## config.mk

```make
export PLATFORM = sky130hd
export DESIGN_NAME = p_int_acc_seq
export DESIGN_NICKNAME = d
export VERILOG_FILES = /design/src/rtl/p_int_acc_seq_pkg.sv /design/src/rtl/p_int_acc.sv /design/src/rtl/p_int_add.sv /design/src/rtl/p_int_acc_seq.sv
export SDC_FILE = /design/constraint.sdc
export NUM_CORES = 1
export LEC_CHECK = 0
export CAP_MARGIN = 20
export CORE_MARGIN = 4
export CORE_UTILIZATION = 25
export DETAILED_ROUTE_END_ITERATION = 16
export DONT_BUFFER_PORTS = 1
export PLACE_DENSITY_LB_ADDON = 0.08
export SLEW_MARGIN = 5
export SYNTH_ARGS = -nofsm -noshare
export SYNTH_HDL_FRONTEND = slang
export SYNTH_HIERARCHICAL = 1
export SYNTH_SLANG_ARGS = --single-unit
export TNS_END_PERCENT = 1
```

## constraint.sdc

```tcl
create_clock -name clk -period 9.2 [get_ports clk]
set_input_delay 2.76 -clock clk [delete_from_list [all_inputs] [get_ports clk]]
set_output_delay 2.76 -clock clk [all_outputs]
set_load 0.005 [all_outputs]
```

## src/rtl/p_int_acc_seq_pkg.sv

```systemverilog
// Shared definitions for the integer vector accumulator.
//   dconf_t        : data format (sign selects signed/unsigned, prec is the width)
//   DEF_DCONF_INT  : default format, signed 8-bit
//   acc_state_e    : accumulator FSM states
//   SAT_EN         : 1 when P_INT_ACC_SEQ_SAT_EN is defined (clamp on overflow),
//                    0 otherwise (wrap modulo 2^prec)
//   fmt_max/fmt_min: representable range of a format
package p_int_acc_seq_pkg;

    typedef struct packed {
        logic       sign;
        logic [7:0] prec;
    } dconf_t;

    localparam dconf_t DEF_DCONF_INT = '{sign: 1'b1, prec: 8'd8};

`ifdef P_INT_ACC_SEQ_SAT_EN
    localparam bit SAT_EN = 1'b1;
`else
    localparam bit SAT_EN = 1'b0;
`endif

    typedef enum logic [1:0] {
        ST_IDLE = 2'd0,
        ST_ACC  = 2'd1,
        ST_HOLD = 2'd2
    } acc_state_e;

    function automatic longint fmt_max(input dconf_t c);
        return c.sign ? ((64'sd1 <<< (c.prec - 8'd1)) - 64'sd1)
                      : ((64'sd1 <<< c.prec) - 64'sd1);
    endfunction

    function automatic longint fmt_min(input dconf_t c);
        return c.sign ? -(64'sd1 <<< (c.prec - 8'd1)) : 64'sd0;
    endfunction

endpackage

```

## src/rtl/p_int_acc.sv

```systemverilog
// IN-wide adder tree: reduces one beat of IN elements to a single value.
// Saturates when P_INT_ACC_SEQ_SAT_EN is defined, wraps otherwise.
//   in_data : IN elements of PREC bits in format CONF
//   sum_c   : reduced sum in format CONF (combinational)
//   ovf_c   : exact sum not representable in CONF (combinational)
module p_int_acc
    import p_int_acc_seq_pkg::*;
#(
    parameter int unsigned IN   = 8,
    parameter dconf_t      CONF = DEF_DCONF_INT,
    localparam int unsigned PREC = 32'(CONF.prec)
) (
    input  logic [IN-1:0][PREC-1:0] in_data,
    output logic [PREC-1:0]         sum_c,
    output logic                    ovf_c
);

    // Enough growth bits that the exact sum of IN elements never wraps.
    localparam int unsigned WW = PREC + 32'($clog2(IN)) + 1;
    localparam int unsigned XW = WW - PREC;
    localparam logic signed [WW-1:0] MAXV = WW'(fmt_max(CONF));
    localparam logic signed [WW-1:0] MINV = WW'(fmt_min(CONF));

    logic signed [WW-1:0] elem_w;
    logic signed [WW-1:0] sum_w;

    // Exact reduction in the wide domain; synthesis rebalances into a tree.
    always_comb begin
        sum_w  = '0;
        elem_w = '0;
        for (int unsigned i = 0; i < IN; i++) begin
            elem_w = CONF.sign ? {{XW{in_data[i][PREC-1]}}, in_data[i]}
                               : {{XW{1'b0}}, in_data[i]};
            sum_w  = sum_w + elem_w;
        end
        ovf_c = (sum_w > MAXV) || (sum_w < MINV);
        sum_c = sum_w[PREC-1:0];
        if (SAT_EN && ovf_c) begin
            sum_c = (sum_w > MAXV) ? MAXV[PREC-1:0] : MINV[PREC-1:0];
        end
    end

endmodule

```

## src/rtl/p_int_add.sv

```systemverilog
// Two-operand integer adder with overflow detection in a given format.
// Saturates when P_INT_ACC_SEQ_SAT_EN is defined, wraps otherwise.
//   a, b  : operands in formats CONF_A / CONF_B
//   y_c   : result in format CONF_Y (combinational)
//   ovf_c : true sum not representable in CONF_Y (combinational)
module p_int_add
    import p_int_acc_seq_pkg::*;
#(
    parameter dconf_t CONF_A = DEF_DCONF_INT,
    parameter dconf_t CONF_B = DEF_DCONF_INT,
    parameter dconf_t CONF_Y = DEF_DCONF_INT,
    localparam int unsigned PREC = 32'(CONF_Y.prec)
) (
    input  logic [PREC-1:0] a,
    input  logic [PREC-1:0] b,
    output logic [PREC-1:0] y_c,
    output logic            ovf_c
);

    // Two guard bits hold any sum of two PREC-bit values, signed or unsigned.
    localparam int unsigned WW = PREC + 2;
    localparam logic signed [WW-1:0] MAXV = WW'(fmt_max(CONF_Y));
    localparam logic signed [WW-1:0] MINV = WW'(fmt_min(CONF_Y));

    logic signed [WW-1:0] a_w;
    logic signed [WW-1:0] b_w;
    logic signed [WW-1:0] sum_w;

    // Exact sum, range check, then wrap or clamp.
    always_comb begin
        a_w   = CONF_A.sign ? {{2{a[PREC-1]}}, a} : {2'b00, a};
        b_w   = CONF_B.sign ? {{2{b[PREC-1]}}, b} : {2'b00, b};
        sum_w = a_w + b_w;
        ovf_c = (sum_w > MAXV) || (sum_w < MINV);
        y_c   = sum_w[PREC-1:0];
        if (SAT_EN && ovf_c) begin
            y_c = (sum_w > MAXV) ? MAXV[PREC-1:0] : MINV[PREC-1:0];
        end
    end

endmodule

```

## src/rtl/p_int_acc_seq.sv

```systemverilog
// Sequential vector accumulator: sums beats of IN elements into one result
// per vector, terminated by in_last or by reaching MAXBEAT beats.
// Overflow handling is selected by macro P_INT_ACC_SEQ_SAT_EN
// (defined: clamp to format range; undefined: wrap modulo 2^PREC).
//   clk, reset           : clock, synchronous active-high reset
//   in_valid/in_ready    : input beat handshake; in_data elements, in_last ends vector
//   out_valid/out_ready  : result handshake
//   out_data             : vector sum
//   out_ovf              : an overflow occurred somewhere in this vector
//   out_beats            : beats accumulated
//   out_trunc            : vector was cut at MAXBEAT without in_last
module p_int_acc_seq
    import p_int_acc_seq_pkg::*;
#(
    parameter int unsigned  IN      = 8,
    parameter dconf_t       CONF    = DEF_DCONF_INT,
    parameter int unsigned  MAXBEAT = 16,
    localparam int unsigned PREC    = 32'(CONF.prec),
    localparam int unsigned BW      = 32'($clog2(MAXBEAT + 1))
) (
    input  logic                    clk,
    input  logic                    reset,
    input  logic                    in_valid,
    output logic                    in_ready,
    input  logic [IN-1:0][PREC-1:0] in_data,
    input  logic                    in_last,
    output logic                    out_valid,
    input  logic                    out_ready,
    output logic [PREC-1:0]         out_data,
    output logic                    out_ovf,
    output logic [BW-1:0]           out_beats,
    output logic                    out_trunc
);

    acc_state_e      state_q, state_d;
    logic [PREC-1:0] acc_q, acc_d;
    logic            ovf_q, ovf_d;
    logic [BW-1:0]   beats_q, beats_d;
    logic            trunc_q, trunc_d;
    logic            in_ready_q, in_ready_d;
    logic            out_valid_q, out_valid_d;

    logic [PREC-1:0] tree_sum_c;
    logic            tree_ovf_c;
    logic [PREC-1:0] add_sum_c;
    logic            add_ovf_c;
    logic            accept_c;
    logic            term_c;
    logic [BW-1:0]   beats_inc_c;

    p_int_acc #(
        .IN   (IN),
        .CONF (CONF)
    ) u_tree (
        .in_data (in_data),
        .sum_c   (tree_sum_c),
        .ovf_c   (tree_ovf_c)
    );

    // Running sum plus the current beat's reduced value.
    p_int_add #(
        .CONF_A (CONF),
        .CONF_B (CONF),
        .CONF_Y (CONF)
    ) u_add (
        .a     (acc_q),
        .b     (tree_sum_c),
        .y_c   (add_sum_c),
        .ovf_c (add_ovf_c)
    );

    // Next-state and datapath update.
    always_comb begin
        state_d     = state_q;
        acc_d       = acc_q;
        ovf_d       = ovf_q;
        beats_d     = beats_q;
        trunc_d     = trunc_q;
        accept_c    = in_valid && in_ready_q;
        beats_inc_c = (state_q == ST_ACC) ? (beats_q + BW'(1)) : BW'(1);
        term_c      = in_last || (beats_inc_c == BW'(MAXBEAT));

        case (state_q)
            ST_IDLE, ST_ACC: begin
                if (accept_c) begin
                    if (state_q == ST_IDLE) begin
                        acc_d = tree_sum_c;
                        ovf_d = tree_ovf_c;
                    end else begin
                        acc_d = add_sum_c;
                        ovf_d = ovf_q | tree_ovf_c | add_ovf_c;
                    end
                    beats_d = beats_inc_c;
                    // A terminating beat without in_last can only be the MAXBEAT-th.
                    trunc_d = term_c && !in_last;
                    state_d = term_c ? ST_HOLD : ST_ACC;
                end
            end
            ST_HOLD: begin
                if (out_ready) begin
                    state_d = ST_IDLE;
                end
            end
            default: state_d = ST_IDLE;
        endcase

        in_ready_d  = (state_d != ST_HOLD);
        out_valid_d = (state_d == ST_HOLD);
    end

    // State and result registers.
    always_ff @(posedge clk) begin
        if (reset) begin
            state_q     <= ST_IDLE;
            acc_q       <= '0;
            ovf_q       <= 1'b0;
            beats_q     <= '0;
            trunc_q     <= 1'b0;
            in_ready_q  <= 1'b1;
            out_valid_q <= 1'b0;
        end else begin
            state_q     <= state_d;
            acc_q       <= acc_d;
            ovf_q       <= ovf_d;
            beats_q     <= beats_d;
            trunc_q     <= trunc_d;
            in_ready_q  <= in_ready_d;
            out_valid_q <= out_valid_d;
        end
    end

    assign in_ready  = in_ready_q;
    assign out_valid = out_valid_q;
    assign out_data  = acc_q;
    assign out_ovf   = ovf_q;
    assign out_beats = beats_q;
    assign out_trunc = trunc_q;

endmodule

```

Word level (Yosys, flattened, before mapping)
Cells that the tools add are included.
Cells by class
  add/subtract/negate cells: 9
  magnitude comparators: 4
  equality and inequality tests: 5
  muxes and demuxes: 7
  bitwise gates (word level): 2
  reductions and logical operators: 9
Operators by type and width (count)
  12-bit by 8-bit adder with 12-bit output: 5
  8-bit by 8-bit adder with 9-bit output: 2
  12-bit by 8-bit greater-than comparator with 1-bit output, second input constant: 1
  12-bit by 8-bit less-than comparator with 1-bit output, second input constant: 1
  9-bit by 8-bit adder with 10-bit output: 1
  10-bit by 8-bit greater-than comparator with 1-bit output, second input constant: 1
  10-bit by 8-bit less-than comparator with 1-bit output, second input constant: 1
  8-bit 2-to-1 mux: 1
  2-bit 2-to-1 mux: 3
  5-bit by 1-bit adder with 5-bit output, second input constant: 1
  5-bit == test, second input constant: 1
  5-bit 2-to-1 mux: 1
  2-bit == test, second input constant: 2
  2-bit one-hot mux with 2 select lines: 1
  1-bit logical OR: 3
  2-bit by 1-bit == test with 1-bit output, second input constant: 1
  1-bit logical AND: 2
  2-bit logical NOT: 1
  2-bit inequality test, second input constant: 1
  1-bit bitwise OR: 2
  2-bit AND reduction: 1
  2-bit OR reduction: 1
  1-bit logical NOT: 1
  1-bit 2-to-1 mux: 1
Word-level totals
  register bits after elaboration: 19
  input bits: 69
  output and inout port bits: 17

Logic depth before layout (Yosys ltp)
  word-level depth: 12
  mapped depth: 22
  depth with buffers taken out: 22

Cells and area by module
The synthesis kept the hierarchy.
By module, submodules not included
  p_int_acc: times used 1, cells each 219, area an instance 1909.3 um^2, seq. area each 0.0 um^2
  p_int_acc_seq: times used 1, cells each 94, area an instance 839.6 um^2, seq. area each 380.4 um^2
  p_int_add: times used 1, cells each 41, area an instance 329.1 um^2, seq. area each 0.0 um^2

Worst setup path before layout
Ideal clock, no wire load.
  path type: input-to-reg
  from: input in_data[2] (netlist name)
  to: register ovf_q, in the netlist out_ovf
  setup time: 95 ps
  arrival time: 7413 ps
  slack: 1692 ps
  cell stages on the path: 19
  buffers on the path: 0
  path through: inv_1 fa_1 inv_1 fa_1 fa_1 inv_1 fa_1 inv_1 ha_1 inv_1 fa_1 xnor2_1 ha_1 and3_1 a221o_1 or4_4 a31oi_1 o21ai_0 a221oi_1
On the way
  cells in the longest elaborated chain, start to end: 12
  elaborated cells between the ends (all ways): 17
  classes of those cells: add/sub: 8; order compare: 4; mux: 1; bitwise: 2; reduce/logical: 2
Ends and longest elaborated chain
  from (decl): line p_int_acc_seq.sv:25  | input logic [IN-1:0][PREC-1:0] in_data,
  8-bit by 8-bit adder with 9-bit output *: line p_int_acc.sv:34  | sum_w = sum_w + elem_w;
  9-bit by 8-bit adder with 10-bit output *: line p_int_acc.sv:34
  12-bit by 8-bit adder with 12-bit output * (5 in a row): line p_int_acc.sv:34
  via tree_sum_c[4]: line p_int_acc_seq.sv:43  | logic [PREC-1:0] tree_sum_c;
  8-bit by 8-bit adder with 9-bit output *: line p_int_add.sv:33  | sum_w = a_w + b_w;
  10-bit by 8-bit greater-than comparator with 1-bit output or 10-bit by 8-bit less-than comparator with 1-bit output (tied branches): line p_int_add.sv:34  | ovf_c = (sum_w > MAXV) || (sum_w < MINV);
  1-bit logical OR *: line p_int_add.sv:34
  via add_ovf_c: line p_int_acc_seq.sv:46  | logic add_ovf_c;
  1-bit bitwise OR *: line p_int_acc_seq.sv:91  | ovf_d = ovf_q | tree_ovf_c | add_ovf_c;
  1-bit 2-to-1 mux *: line p_int_acc_seq.sv:86  | if (state_q == ST_IDLE) begin
  to (signal assigned): line p_int_acc_seq.sv:124  | ovf_q <= ovf_d;
  to (decl): line p_int_acc_seq.sv:37  | logic ovf_q, ovf_d;
Mark *: on every way through the listed nets, which the timed path passes. The rest lies on a longest branch.
A chain may end at the register's enable or synchronous reset.

Worst setup path in the final report
Same ends and word-level chain as after synthesis.

==> flow_results.org <==
** Outcome
- The run finished with clean final reports.

** Routing
- Pre-Repair DR Iteration Count :: 4
- 1st-iter DRT viols :: 51
- Antenna viol nets, final :: 0
- Summed over all layers, the routed wires come to slightly above 6000 µm.
- Number of DRC violations after detailed routing :: 0
- After detailed routing, the number of vias per cell comes to 4.34.
- Summing over every cut layer, the via total after detailed routing is 2171.
- In the final routed layout, each cell accounts on average for 12.4 µm.

** Power
- The internal power of the cells totals 747 µW.
- The share of total power dissipated in sequential elements is 7.7%.
- Switching power summed over all nets :: 738 µW
- Of the total power, the share spent switching nets is around half.
- Worst ir drop on vdd :: between 0.1 and 0.15 mV
- Combinational Power Share :: between 80% and 90%
- Pwr/cell area :: 447 nW/µm²
- The clock network is responsible for just over 6% of the overall power.
- For this design the static power due to leakage is 1.67 nW.

** STA
- Actual slew at the worst max-slew pin :: 0.810 ns
- Dividing the final minimum period by the clock period gives between 80% and 90%.
- Hold timing on the final database bottoms out at a slack of 0.486 ns.
- Setup violations remaining at the end of the flow were counted as 0.
- The total count of hold-check failures in the final report was 0.
- Clock skew after layout :: 0.00429 ns
- The count of pins over their slew limit came to 0.
- After layout, the worst setup slack is 1.65 ns.
- RSZ-0062 raised after global routing :: no
- Relative max-transition margin :: 45.9%
- In the final timing run, aggregate negative setup slack is 0 ns.
- For this run, the top clock speed supported by timing is 0.132 GHz.
- The smallest clock period supported by the final layout is computed as 7.55 ns.

** Place
- Input and output buffers added on the ports amount to 0.
- The HPWL after detailed placement is 5440 µm.
- Routability-driven placement finished with a final weighted congestion of 0.747.
- Post-Place Setup Slack :: 1.39 ns
- # placed instances :: ~500

** Cells and area
- The library cells used most frequently in the layout, excluding fill and tap cells, are sky130_fd_sc_hd__inv_1 (123), sky130_fd_sc_hd__fa_1 (53), sky130_fd_sc_hd__a21oi_1 (21), sky130_fd_sc_hd__ha_1 (21), sky130_fd_sc_hd__dfxtp_1 (19).
- Finished Layout Cells :: 500
- The area growth from synthesis to layout is 7.97%.
- Layout net count :: 497
- Of the cells placed in the final design, the portion with a size suffix greater than 1 is 3.97%.
- The library cell used most frequently in the layout, excluding fill and tap cells, is sky130_fd_sc_hd__inv_1.
- The repair_antennas step left the layout with diodes totalling 0.

** Synth
- Cell taking the most area after synthesis :: sky130_fd_sc_hd__fa_1
- Flip-flop and latch count after synthesis :: 19
- For this run, the register share of the synthesized area comes to 12.4%.
- In the post-synthesis netlist, the biggest area contributors are sky130_fd_sc_hd__fa_1 (34%), sky130_fd_sc_hd__inv_1 (15%), sky130_fd_sc_hd__dfxtp_1 (12%).
- Yosys warning count :: 6
- In this run, distinct cell masters in the synthesized netlist total 50.
- Number of cells produced by synthesis :: 354
- Among all flip-flop cells after synthesis, the most frequent one is sky130_fd_sc_hd__dfxtp_1.
- Asr flop ratio synth :: 0%
- The synthesized design devotes to its leading area cell type 34.5% of total area.
- Post-synth net total :: 497
- Cell area after synthesis :: 3080 µm²
- In this run the mean area of a mapped cell was roughly 8.7 µm².
- Number of flops mapped to enable cells by yosys :: 0

** Clock network
- Clock-pin slew was measured on the worst setup and hold paths at 0.06 ns.
- CTS Root Buffer Type :: sky130_fd_sc_hd__clkbuf_16
- Total clock sinks :: 19
- Number of buffers created by CTS :: 3
- Post-CTS Hold Fix Bufs :: 0
- CTS Buffer Depth :: 2
- Post-CTS repair changed the size of 0 cells.
- Clock tree from TritonCTS :: done
- CTS built an H-tree with a depth of 1.
- Clock latency on the worst-skew pair, taken at its later pin, is 0.25 ns.
- After clock tree synthesis, the setup repair step added 0 buffers.

** Critical path
- Arr. time, crit path :: 7.71 ns
- Worst reg2reg path depth :: 7
- In this run the worst path has a maximum fanout of 5.
- The worst setup path is launched from a primary input.
- STA puts the critical path data required time at 9.36 ns.
- Setup Crit Path Kind :: primary input to register
- In this run the critical register-to-register path is launched from out_data[2]$_SDFFE_PP0P_.
- Endpoint class of the critical path :: register
- Launching element of the worst setup path :: in_data[2]

** Floorplanning
- The initial utilization of the core area, before any placement, comes to 25.6%.
- In this run the horizontal extent of the chip is 119 µm.
- Die outline area :: 14200 µm²
- Die boundary height :: 119 µm
- Number of top-level pins :: 86
- The floorplan has 40 rows.
- The core region is between 10000 and 15000 µm².

** Global routing
- The via count of the first global-routing pass came to between 2000 and 2500.
- Global routing used about 9.2% of the available tracks.
- Maximum number of pins on one net before global-route repair :: 20
- First-pass GRT wire length :: 11200 µm
- The number of antenna violations at the first check in global routing was 0.
- Summed over all layers, the global routing overflow is 0.

** Worst hold path
- Type of the tightest min-delay check :: register to register
- Start point of the worst hold path :: out_data[0]$_SDFFE_PP0P_
- The worst hold path was traced through 2 stages.

** Flow run
- Number of max-cap violations :: 0
sequential cells by signal, summed over array words and instances (netlist names):
signal     flops
state_q        2
out_valid      1
out_data       8
out_beats      5
out_ovf        1
in_ready       1
out_trunc      1
synthesized netlist by cell type, drive strengths merged, types with 4 or more instances:
library cell,number
ha,21
o221ai,8
a21oi,22
a21o,5
dfxtp,19
o21ai,6
nor2,10
nand3,5
inv,123
nand2b,5
nor4,4
nand2,14
fa,53
xnor2,13
or3,4
metrics by stage:
stage | util, % | total power, mW | instance area (µm²)
floorplan | - | 1.18 | 3080
global placement | 27.0 | 1.41 | 3240
detailed placement | 27.0 | 1.41 | 3240
CTS | 27.7 | 1.52 | 3320
global route | 27.7 | 1.72 | 3320
finish | 27.7 | 1.49 | 3320
metal layers:
metal | global-route usage [%] | vias to the layer above | share of wire, %
li1 | - | 1100 | -
met5 | 0 | - | 0
met3 | 1.76 | 4 | 5.2
met1 | 12.5 | 1012 | 45
met4 | 0.869 | 0 | 0.47
met2 | 15.9 | 55 | 49
cell type report:
class | instances | area (µm²)
Inverter | 123 | 462
Sequential cell | 19 | 380
Clock buffer | 3 | 75.1
Tap cell | 147 | 184
Multi-Input combinational cell | 207 | 2210
Clock inverter | 1 | 7.51
Fill cell | 1331 | 8690
power groups by stage:
stage          combinational [mW]  sequential [mW]  clock, mW
6_report                     1.28            0.115     0.0922
5_1_grt                      1.50            0.118     0.0995
4_1_cts                      1.31            0.116     0.0965
3_5_place_dp                 1.29            0.118          0
3_3_place_gp                 1.30            0.119          0
2_1_floorplan                1.07            0.110          0
cells by family after synthesis:
family	count (synthesis)	share of synthesized area, %
mux	1	0.325
buf+inv	128	15.7
fa+ha+maj	74	43.0
flops	19	12.4
compound gates	59	13.6
xor+xnor	15	4.51
simple gates	58	10.5
critical path, cell delays in order:
cell	delay [ns]
sky130_fd_sc_hd__inv_1	0.03
sky130_fd_sc_hd__fa_1	0.52
sky130_fd_sc_hd__inv_1	0.06
sky130_fd_sc_hd__fa_1	0.51
sky130_fd_sc_hd__fa_1	0.55
sky130_fd_sc_hd__inv_1	0.06
sky130_fd_sc_hd__fa_1	0.48
sky130_fd_sc_hd__inv_1	0.07
sky130_fd_sc_hd__ha_1	0.18
sky130_fd_sc_hd__inv_1	0.06
sky130_fd_sc_hd__fa_1	0.39
sky130_fd_sc_hd__xnor2_1	0.22
sky130_fd_sc_hd__ha_1	0.30
sky130_fd_sc_hd__and3_1	0.18
sky130_fd_sc_hd__a221o_1	0.35
sky130_fd_sc_hd__or4_4	0.45
sky130_fd_sc_hd__a31oi_1	0.19
sky130_fd_sc_hd__o21ai_0	0.09
sky130_fd_sc_hd__a221oi_1	0.25
final timing paths:
| check | end | slack (ns) |
|---|---|---|
| worst min register to register | out_data[0]$_SDFFE_PP0P_ | 0.49 |
| worst max-delay path | out_ovf$_SDFFE_PP0P_ | 1.65 |
| worst min-delay path | out_data[0]$_SDFFE_PP0P_ | 0.49 |
| worst max register to register | out_ovf$_SDFFE_PP0P_ | 6.88 |
No activity file was read; power rests on OpenSTA's default activity.
